===== src/rtl/fir_out_fifo.sv =====
// Elastic AXI-Stream output buffer behind the FIR master port: absorbs unthrottled
// single-cycle result pulses, re-presents them with valid/ready, tracks frames and overrun.
module fir_out_fifo #(
  parameter int unsigned pDATA_WIDTH = 32,
  parameter int unsigned pDEPTH      = 16,
  parameter int unsigned pPTR_W      = 4,
  parameter int unsigned pAF_MARGIN  = 2
) (
  input  logic                   axis_clk,
  input  logic                   axis_rst_n,
  input  logic                   clr,
  input  logic                   s_tvalid,
  input  logic [pDATA_WIDTH-1:0] s_tdata,
  input  logic                   s_tlast,
  output logic                   s_tready,
  output logic                   m_tvalid,
  output logic [pDATA_WIDTH-1:0] m_tdata,
  output logic                   m_tlast,
  input  logic                   m_tready,
  output logic [pPTR_W:0]        level,
  output logic                   almost_full,
  output logic                   overflow,
  output logic [31:0]            frame_beats,
  output logic                   frame_done
);

  localparam int unsigned     ENTRY_W  = pDATA_WIDTH + 1;
  localparam int unsigned     LVL_W    = pPTR_W + 1;
  localparam logic [LVL_W-1:0] FULL_LVL = LVL_W'(pDEPTH);
  localparam logic [LVL_W-1:0] AF_LVL   = LVL_W'(pDEPTH - pAF_MARGIN);

  logic [ENTRY_W-1:0] r_mem [pDEPTH];
  logic [pPTR_W-1:0]  r_wr_ptr;
  logic [pPTR_W-1:0]  r_rd_ptr;
  logic [LVL_W-1:0]   r_level;
  logic               r_overflow;
  logic [31:0]        r_frame_beats;
  logic               r_frame_done;

  logic               w_full;
  logic               w_empty;
  logic               w_push;
  logic               w_pop;
  logic               w_drop;
  logic               w_pop_last;
  logic [ENTRY_W-1:0] w_head;

  // Status decodes come from registered occupancy only; clr masks all traffic.
  assign w_full     = (r_level == FULL_LVL);
  assign w_empty    = (r_level == '0);
  assign w_head     = r_mem[r_rd_ptr];
  assign w_push     = s_tvalid & ~w_full & ~clr;
  assign w_drop     = s_tvalid &  w_full & ~clr;
  assign w_pop      = ~w_empty & m_tready & ~clr;
  assign w_pop_last = w_pop & w_head[pDATA_WIDTH];

  // First-word fall-through view of the head entry, zeroed when empty.
  assign s_tready    = ~w_full;
  assign m_tvalid    = ~w_empty;
  assign m_tdata     = w_empty ? '0 : w_head[pDATA_WIDTH-1:0];
  assign m_tlast     = ~w_empty & w_head[pDATA_WIDTH];
  assign level       = r_level;
  assign almost_full = (r_level >= AF_LVL);
  assign overflow    = r_overflow;
  assign frame_beats = r_frame_beats;
  assign frame_done  = r_frame_done;

  // Storage needs no reset: entries are only observed once written.
  always_ff @(posedge axis_clk) begin
    if (w_push) begin
      r_mem[r_wr_ptr] <= {s_tlast, s_tdata};
    end
  end

  always_ff @(posedge axis_clk or negedge axis_rst_n) begin
    if (!axis_rst_n) begin
      r_wr_ptr <= '0;
      r_rd_ptr <= '0;
      r_level  <= '0;
    end else if (clr) begin
      r_wr_ptr <= '0;
      r_rd_ptr <= '0;
      r_level  <= '0;
    end else begin
      if (w_push) begin
        r_wr_ptr <= r_wr_ptr + pPTR_W'(1);
      end
      if (w_pop) begin
        r_rd_ptr <= r_rd_ptr + pPTR_W'(1);
      end
      case ({w_push, w_pop})
        2'b10:   r_level <= r_level + LVL_W'(1);
        2'b01:   r_level <= r_level - LVL_W'(1);
        default: r_level <= r_level;
      endcase
    end
  end

  // Sticky overrun flag and per-frame beat accounting on the pop side.
  always_ff @(posedge axis_clk or negedge axis_rst_n) begin
    if (!axis_rst_n) begin
      r_overflow    <= 1'b0;
      r_frame_beats <= '0;
      r_frame_done  <= 1'b0;
    end else if (clr) begin
      r_overflow    <= 1'b0;
      r_frame_beats <= '0;
      r_frame_done  <= 1'b0;
    end else begin
      if (w_drop) begin
        r_overflow <= 1'b1;
      end
      if (w_pop_last) begin
        r_frame_beats <= '0;
      end else if (w_pop) begin
        r_frame_beats <= r_frame_beats + 32'd1;
      end
      r_frame_done <= w_pop_last;
    end
  end

endmodule

===== config.mk =====
export PLATFORM = sky130hd
export DESIGN_NAME = fir_out_fifo
export DESIGN_NICKNAME = d
export VERILOG_FILES = /design/src/rtl/fir_out_fifo.sv
export SDC_FILE = /design/constraint.sdc
export NUM_CORES = 1
export LEC_CHECK = 0
export ABC_CLOCK_PERIOD_IN_PS = 6600
export CAP_MARGIN = 10
export CORE_ASPECT_RATIO = 1.2
export CORE_MARGIN = 2
export CORE_UTILIZATION = 51
export DETAILED_ROUTE_END_ITERATION = 16
export PLACE_DENSITY = 0.8
export REMOVE_ABC_BUFFERS = 1
export SLEW_MARGIN = 0
export SYNTH_ARGS = -nofsm -noshare
export SYNTH_HDL_FRONTEND = slang
export SYNTH_SLANG_ARGS = --single-unit

===== constraint.sdc =====
create_clock -name axis_clk -period 6.6 [get_ports axis_clk]
set_input_delay 1.32 -clock axis_clk [delete_from_list [all_inputs] [get_ports axis_clk]]
set_output_delay 1.32 -clock axis_clk [all_outputs]
set_load 0.02 [all_outputs]

==> results of run 1 <==
==> through the flow <==
stage	hold slack, ns	cell area (um2)	cells	utilization (%)	TNS, ns
2_1_floorplan	0.550	22600	1211	-	-167.82
3_3_place_gp	0.462	24700	1908	55.2	0
3_5_place_dp	0.469	24700	1908	55.2	0
4_1_cts	0.490	26300	2005	59.0	0
5_1_grt	0.512	26300	2005	59.0	0
6_report	0.490	26300	2005	59.0	0
==> cells by family after synthesis <==
group | share of synthesized area [%]
AOI/OAI and AO/OA | 6.73
xor gates and xnor gates | 0.420
adders and majority gates | 0.437
buffers and inverters | 1.52
DFF | 74.3
muxes | 12.4
and+or+nand+nor | 4.21
==> flip-flops by register name, summed over array words and instances, names as in the netlist <==
name	count
frame_beats	32
frame_done	1
level	5
overflow	1
r_mem	528
r_rd_ptr	4
r_wr_ptr	4
==> final cells by class <==
class,count,area share [%]
inverters,7,0.0997
multi-input cells,629,21.3
flip-flops and latches,575,64.7
clock inverters,34,1.04
clock buffers,63,5.30
repair buffers,132,4.88
well taps,565,2.68
==> how the worst max path moves through the flow <==
stage | startpoint | end | slack, ns | cells past startpoint
floorplan | r_rd_ptr[0] | m_tlast | -3.09 | 3
global placement | r_rd_ptr[1] | m_tdata[6] | 1.93 | 6
detailed placement | r_rd_ptr[1] | m_tdata[1] | 1.85 | 6
CTS | r_rd_ptr[1] | m_tdata[1] | 1.17 | 6
global route | r_rd_ptr[1] | m_tdata[16] | 1.02 | 6
finish | r_rd_ptr[1] | m_tdata[1] | 1.16 | 6
==> metal layers <==
layer	GRT usage, %	wire length, um	part of all wire [%]
met1	28.5	19200	38
met2	35.6	24900	50
met3	5.10	4480	9.0
met4	6.95	1370	2.7
met5	0	41	0.082
==> placed cells by master, fill, tap and decap left out, types with 3 or more instances in the layout <==
cell                                n
sky130_fd_sc_hd__nand2_1           53
sky130_fd_sc_hd__nor4_1             5
sky130_fd_sc_hd__a41oi_1            3
sky130_fd_sc_hd__o31ai_1            3
sky130_fd_sc_hd__dfrtp_1           44
sky130_fd_sc_hd__o21ai_0            5
sky130_fd_sc_hd__nor2b_1            3
sky130_fd_sc_hd__and3_1             7
sky130_fd_sc_hd__a211oi_1          32
sky130_fd_sc_hd__nor2_1            34
sky130_fd_sc_hd__clkinv_1          14
sky130_fd_sc_hd__clkinvlp_4         3
sky130_fd_sc_hd__xnor2_1            6
sky130_fd_sc_hd__mux2i_1          129
sky130_fd_sc_hd__bufinv_16          3
sky130_fd_sc_hd__nand3_1           16
sky130_fd_sc_hd__and3_2             3
sky130_fd_sc_hd__nor3_1            10
sky130_fd_sc_hd__nand4_1           11
sky130_fd_sc_hd__inv_1              4
sky130_fd_sc_hd__ha_1               8
sky130_fd_sc_hd__a31oi_1            9
sky130_fd_sc_hd__a21oi_1           30
sky130_fd_sc_hd__xor2_1             5
sky130_fd_sc_hd__clkbuf_16         54
sky130_fd_sc_hd__or3_1             11
sky130_fd_sc_hd__and2_2             9
sky130_fd_sc_hd__clkbuf_1           8
sky130_fd_sc_hd__clkinv_2          11
sky130_fd_sc_hd__buf_4             18
sky130_fd_sc_hd__o21ai_1           33
sky130_fd_sc_hd__mux4_2            69
sky130_fd_sc_hd__nor3b_1            4
sky130_fd_sc_hd__edfxtp_1         528
sky130_fd_sc_hd__o221ai_1          64
sky130_fd_sc_hd__o22ai_1           32
sky130_fd_sc_hd__clkdlybuf4s50_1  110
==> synth_stat cells, types with 30 or more instances <==
cell	number
sky130_fd_sc_hd__nor2_1	36
sky130_fd_sc_hd__nand2_1	54
sky130_fd_sc_hd__a211oi_1	32
sky130_fd_sc_hd__mux2i_1	129
sky130_fd_sc_hd__dfrtp_1	47
sky130_fd_sc_hd__o21ai_1	33
sky130_fd_sc_hd__o221ai_1	64
sky130_fd_sc_hd__clkbuf_1	52
sky130_fd_sc_hd__a21oi_1	30
sky130_fd_sc_hd__mux4_2	69
sky130_fd_sc_hd__o22ai_1	32
sky130_fd_sc_hd__edfxtp_1	528
==> report_power, final <==
part / leakage, nW / internal (W) / switching [W]
registers: 5.40 / 0.00406 / 0.000105
clock network: 0.816 / 0.00163 / 0.00132
logic: 1.98 / 0.000871 / 0.00114
total: 8.20 / 0.00656 / 0.00257
==> impl_metrics.yaml, run 1 <==
clocking:
  clk_transition_reported_paths_ns: 0.06
  cts_buffers: 53
  cts_sink_count: 575
  cts_resized: 0
  clkLatencyLatePin_ns: 0.61
  htree_levels: 2
  cts_tree: "built"
  cts_max_path_buffers: 3
  count_of_buffers_added_by_post_cts_timing_repair_for_setup: 0
  clock_tree.root_cell: "sky130_fd_sc_hd__clkbuf_16"
  cts_hold_buf: 0
timing:
  final-setup-viol-count: 0
  finalCriticalPeriod_ns: 5.44
  clock.fmax_mhz: 184
  grt_setup_unrepaired: "no"
  finalWorstSetupSlack_ns: 1.16
  worst_slew_margin_rel_pct: 20.3
  final.period_utilization_pct: 82.4
  tightestPinTransition_ns: 1.20
  slew_violations: 0
  clock_skew_ns: 0.0284
  final_hold_viol_count: 0
pwr:
  total_power_w: 0.00913
  power.density_cell_area_mw_per_mm2: 347
  power_leakage_nw: 8.20
  highest_ir_drop_seen_on_vdd_uv: 327
worst_setup_path:
  setup.reg_to_reg.worst_slack_ns: 3.36
  worstPathCellList: "nand2_2 > buf_4 > o221ai_1 > o22ai_1 > a211oi_1 > clkdlybuf4s50_1"
  worst_path_max_delay_cell: "sky130_fd_sc_hd__dfrtp_4"
  crit_buf_inv: 2
  endpoint_of_the_worst_slack_reg_to_reg_timing_path: "level[4]"
  worst_path_largest_cell_delay_ns: 0.92
  critical-path-top-delay-family: "buffers and inverters"
  timing.critical_path.to_type: "output port"
  critical_path.reg2reg.startpoint: "level[1]"
  reg2reg_depth: 10
  setup.worst_path.class: "reg2out"
  critical_path_arrival_ns: 4.12
  critPathLaunchType: "register"
  cp.required_ns: 5.28
  top_fanout_value_on_the_critical_path: 48
synth:
  synth_enable_flop_cells: 528
  seq_area_frac_synth_pct: 74.3
  synth_area_per_cell_um2: 17.8
  synth_area_leaders: "sky130_fd_sc_hd__edfxtp_1 69%, sky130_fd_sc_hd__mux4_2 6.8%, sky130_fd_sc_hd__mux2i_1 5.6%, sky130_fd_sc_hd__dfrtp_1 5.1%, sky130_fd_sc_hd__o221ai_1 2.4%"
  synthDistinctLibCells: 55
  synthDominantCellAreaShare_pct: 69.1
  synthesis.yosys.warnings: 0
  synthArstFlopShare_pct: 8.17
  syn_inst: 1291
  yosys.area.top_type: "sky130_fd_sc_hd__edfxtp_1"
  synth_seq_cells: 575
  postSynth.topFlopCell: "sky130_fd_sc_hd__edfxtp_1"
  mappedNetlistArea_mm2: 0.0229
place:
  placement.io_buffers: 112
  dpl.hpwl_mm: 26.6
  globalplace.congestion: 0.812
  dpl_worst_slack_ns: 1.85
run_status:
  run_status: "finished, final reports clean"
finish:
  drive_above_1_share_pct: 13.6
  layout-area-overhead-vs-synth_pct: 14.9
  fill_cells: 3146
  num_antenna_cells: 0
  multi_input_comb_area_mm2: 0.00561
  seq_area_mm2: 0.0170
  layout.nets: 1444
floorplanning:
  placementRows: 85
  die_y_um: 236
  starting_density_pct: 51.3
  placeableCoreArea_mm2: 0.0447
  die-width_um: 198
  io_pins: 113
  die-area_mm2: 0.0467
grt:
  wire_length_of_the_first_global_routing_pass_mm: 76.0
  largest_net_degree_at_the_start_of_global_routing: 59
  global_route.usage.total_pct: 21.6
  via_count_of_the_first_global_routing_pass: 13003
  antenna_found_initial: 3
  global_route_congestion_overflow_total: 0
flow_run:
  cap_violations: 0
hold_path:
  min_from: "frame_beats[31]"
  hold-path-cell-count: 1
  min_path_type: "reg2reg"
  hold_path_end: "frame_beats[31]"
routing:
  drtPass1Iterations: 5
  num_vias: 12657
  vias_per_cell: 6.31
  post_drt_wl_per_cell_um: 24.9
  postRouteWirelength_mm: 50.0
  first_iter_violations: 1185
  drtAntennaViolNets: 0
  drc: 0
No activity file was read; power rests on OpenSTA's default activity.
==> run 2: changes to the inputs <==
- ABC_CLOCK_PERIOD_IN_PS: 6600 -> 5500
- clock period: 6.6 -> 5.5 ns (I/O delays scaled with it)
==> impl_metrics.yaml, run 2 (synthesis gave the netlist of run 1 again) <==
pwr:
  power.density_cell_area_mw_per_mm2: 418
  power_leakage_nw: 8.28
  highest_ir_drop_seen_on_vdd_uv: 529
clocking:
  clkLatencyLatePin_ns: 0.59
  cts_tree: "built"
  cts_max_path_buffers: 3
  htree_levels: 2
  cts_hold_buf: 0
  clk_transition_reported_paths_ns: 0.06
  cts_buffers: 53
  cts_resized: 0
  cts_sink_count: 575
  clock_tree.root_cell: "sky130_fd_sc_hd__clkbuf_16"
  count_of_buffers_added_by_post_cts_timing_repair_for_setup: 0
run_status:
  run_status: "finished, final reports clean"
finish:
  seq_area_mm2: 0.0170
  drive_above_1_share_pct: 13.9
  fill_cells: 3172
  utilization_pct: 59.3
  registers.top_by_ff_count: "r_mem"
  flip_flop_count_of_the_largest_register_all_copies_and_words_added: 528
  stdcell_count: 2018
  num_antenna_cells: 0
  mostFrequentLayoutCell: "sky130_fd_sc_hd__edfxtp_1"
  multi_input_comb_area_mm2: 0.00562
  layout-area-overhead-vs-synth_pct: 15.5
  layout.nets: 1455
  postLayoutCellArea_mm2: 0.0265
  final_cell_mix: "528 x sky130_fd_sc_hd__edfxtp_1, 129 x sky130_fd_sc_hd__mux2i_1, 110 x sky130_fd_sc_hd__clkdlybuf4s50_1"
grt:
  antenna_found_initial: 2
  via_count_of_the_first_global_routing_pass: 13072
  global_route_congestion_overflow_total: 0
  global_route.usage.total_pct: 22.1
  wire_length_of_the_first_global_routing_pass_mm: 77.9
  largest_net_degree_at_the_start_of_global_routing: 61
worst_setup_path:
  critical_path_arrival_ns: 4.00
  critical-path-top-delay-family: "buffers and inverters"
  setup.worst_path.class: "reg2out"
  timing.critical_path.to_type: "output port"
  worstPathCellList: "nand2_2 > buf_4 > buf_4 > o221ai_1 > o22ai_1 > a211oi_1 > clkdlybuf4s50_1"
  top_fanout_value_on_the_critical_path: 44
  worst_path_largest_cell_delay_ns: 0.87
  crit_buf_inv: 3
  critPathLaunchType: "register"
  worst_path_max_delay_cell: "sky130_fd_sc_hd__dfrtp_4"
  cp.required_ns: 4.40
  critical-path-top-cell-by-count: "sky130_fd_sc_hd__buf_4"
timing:
  clock.fmax_mhz: 196
  clock_skew_ns: 0.0275
  slew_violations: 0
  grt_setup_unrepaired: "no"
  tightestPinTransition_ns: 1.20
  worst_slew_margin_rel_pct: 20.1
  whs_ns: 0.473
  final-setup-viol-count: 0
  final_hold_viol_count: 0
  finalCriticalPeriod_ns: 5.10
  final.period_utilization_pct: 92.8
routing:
  drtPass1Iterations: 5
  post_drt_wl_per_cell_um: 25.3
  drc: 0
  num_vias: 12888
  postRouteWirelength_mm: 51.0
  drtAntennaViolNets: 0
  first_iter_violations: 1290
  vias_per_cell: 6.39
place:
  place_inst: 1919
  placement.io_buffers: 112
  globalplace.congestion: 0.824
  placedInstanceArea_mm2: 0.0248
  dpl.hpwl_mm: 27.8
floorplanning:
  die_y_um: 236
  io_pins: 113
  placeableCoreArea_mm2: 0.0447
  starting_density_pct: 51.3
  placementRows: 85
  die-width_um: 198
  die-area_mm2: 0.0467
flow_run:
  cap_violations: 0
hold_path:
  min_path_type: "reg2reg"
==> run 2: area by class of cell <==
| cell class | count | area share [%] |
|---|---|---|
| repair buffers | 143 | 5.17 |
| clock buffers | 65 | 5.34 |
| multi-input cells | 629 | 21.2 |
| well taps | 565 | 2.67 |
| flip-flops and latches | 575 | 64.3 |
| clock inverters | 34 | 1.19 |
| inverters | 7 | 0.0992 |
==> run 2: report_power, final <==
part / switching, W / internal (W) / total, W
clock network: 0.00155 / 0.00211 / 0.00365
logic: 0.00136 / 0.00104 / 0.00240
registers: 0.000139 / 0.00487 / 0.00501
==> run 2: stage by stage <==
stage	power, W	setup WS (ns)	setup TNS (ns)
final	0.0111	0.398	0
after global routing	0.0114	0.221	0
after CTS	0.0111	0.402	0
after detailed placement	0.00749	1.04	0
after global placement	0.00745	1.10	0
after floorplan	0.00678	-3.97	-242.57
==> run 2: layer usage <==
metal / part of all wire, % / track usage (%)
met1: 39 / 28.5
met2: 51 / 37.8
met3: 7.7 / 4.25
met4: 2.7 / 7.13
met5: 0.057 / 0
==> run 2: worst paths after layout <==
check / from / end / slack [ns] / depth (start not counted)
setup / recovery: r_rd_ptr[1] / m_tdata[28] / 0.40 / 7
setup reg to reg: r_rd_ptr[0] / frame_beats[12] / 2.20 / 5
max in group asynchronous: axis_rst_n / r_rd_ptr[1] / 4.39 / 2
hold / removal: frame_beats[31] / frame_beats[31] / 0.47 / 1
min in group asynchronous: axis_rst_n / frame_beats[1] / 0.60 / 2
hold reg to reg: frame_beats[31] / frame_beats[31] / 0.47 / 1
==> run 3: changes to the inputs <==
- SLEW_MARGIN: 0 -> default
==> results of run 3 <==
Final layout, timing and power as in run 2 (identical DEF).
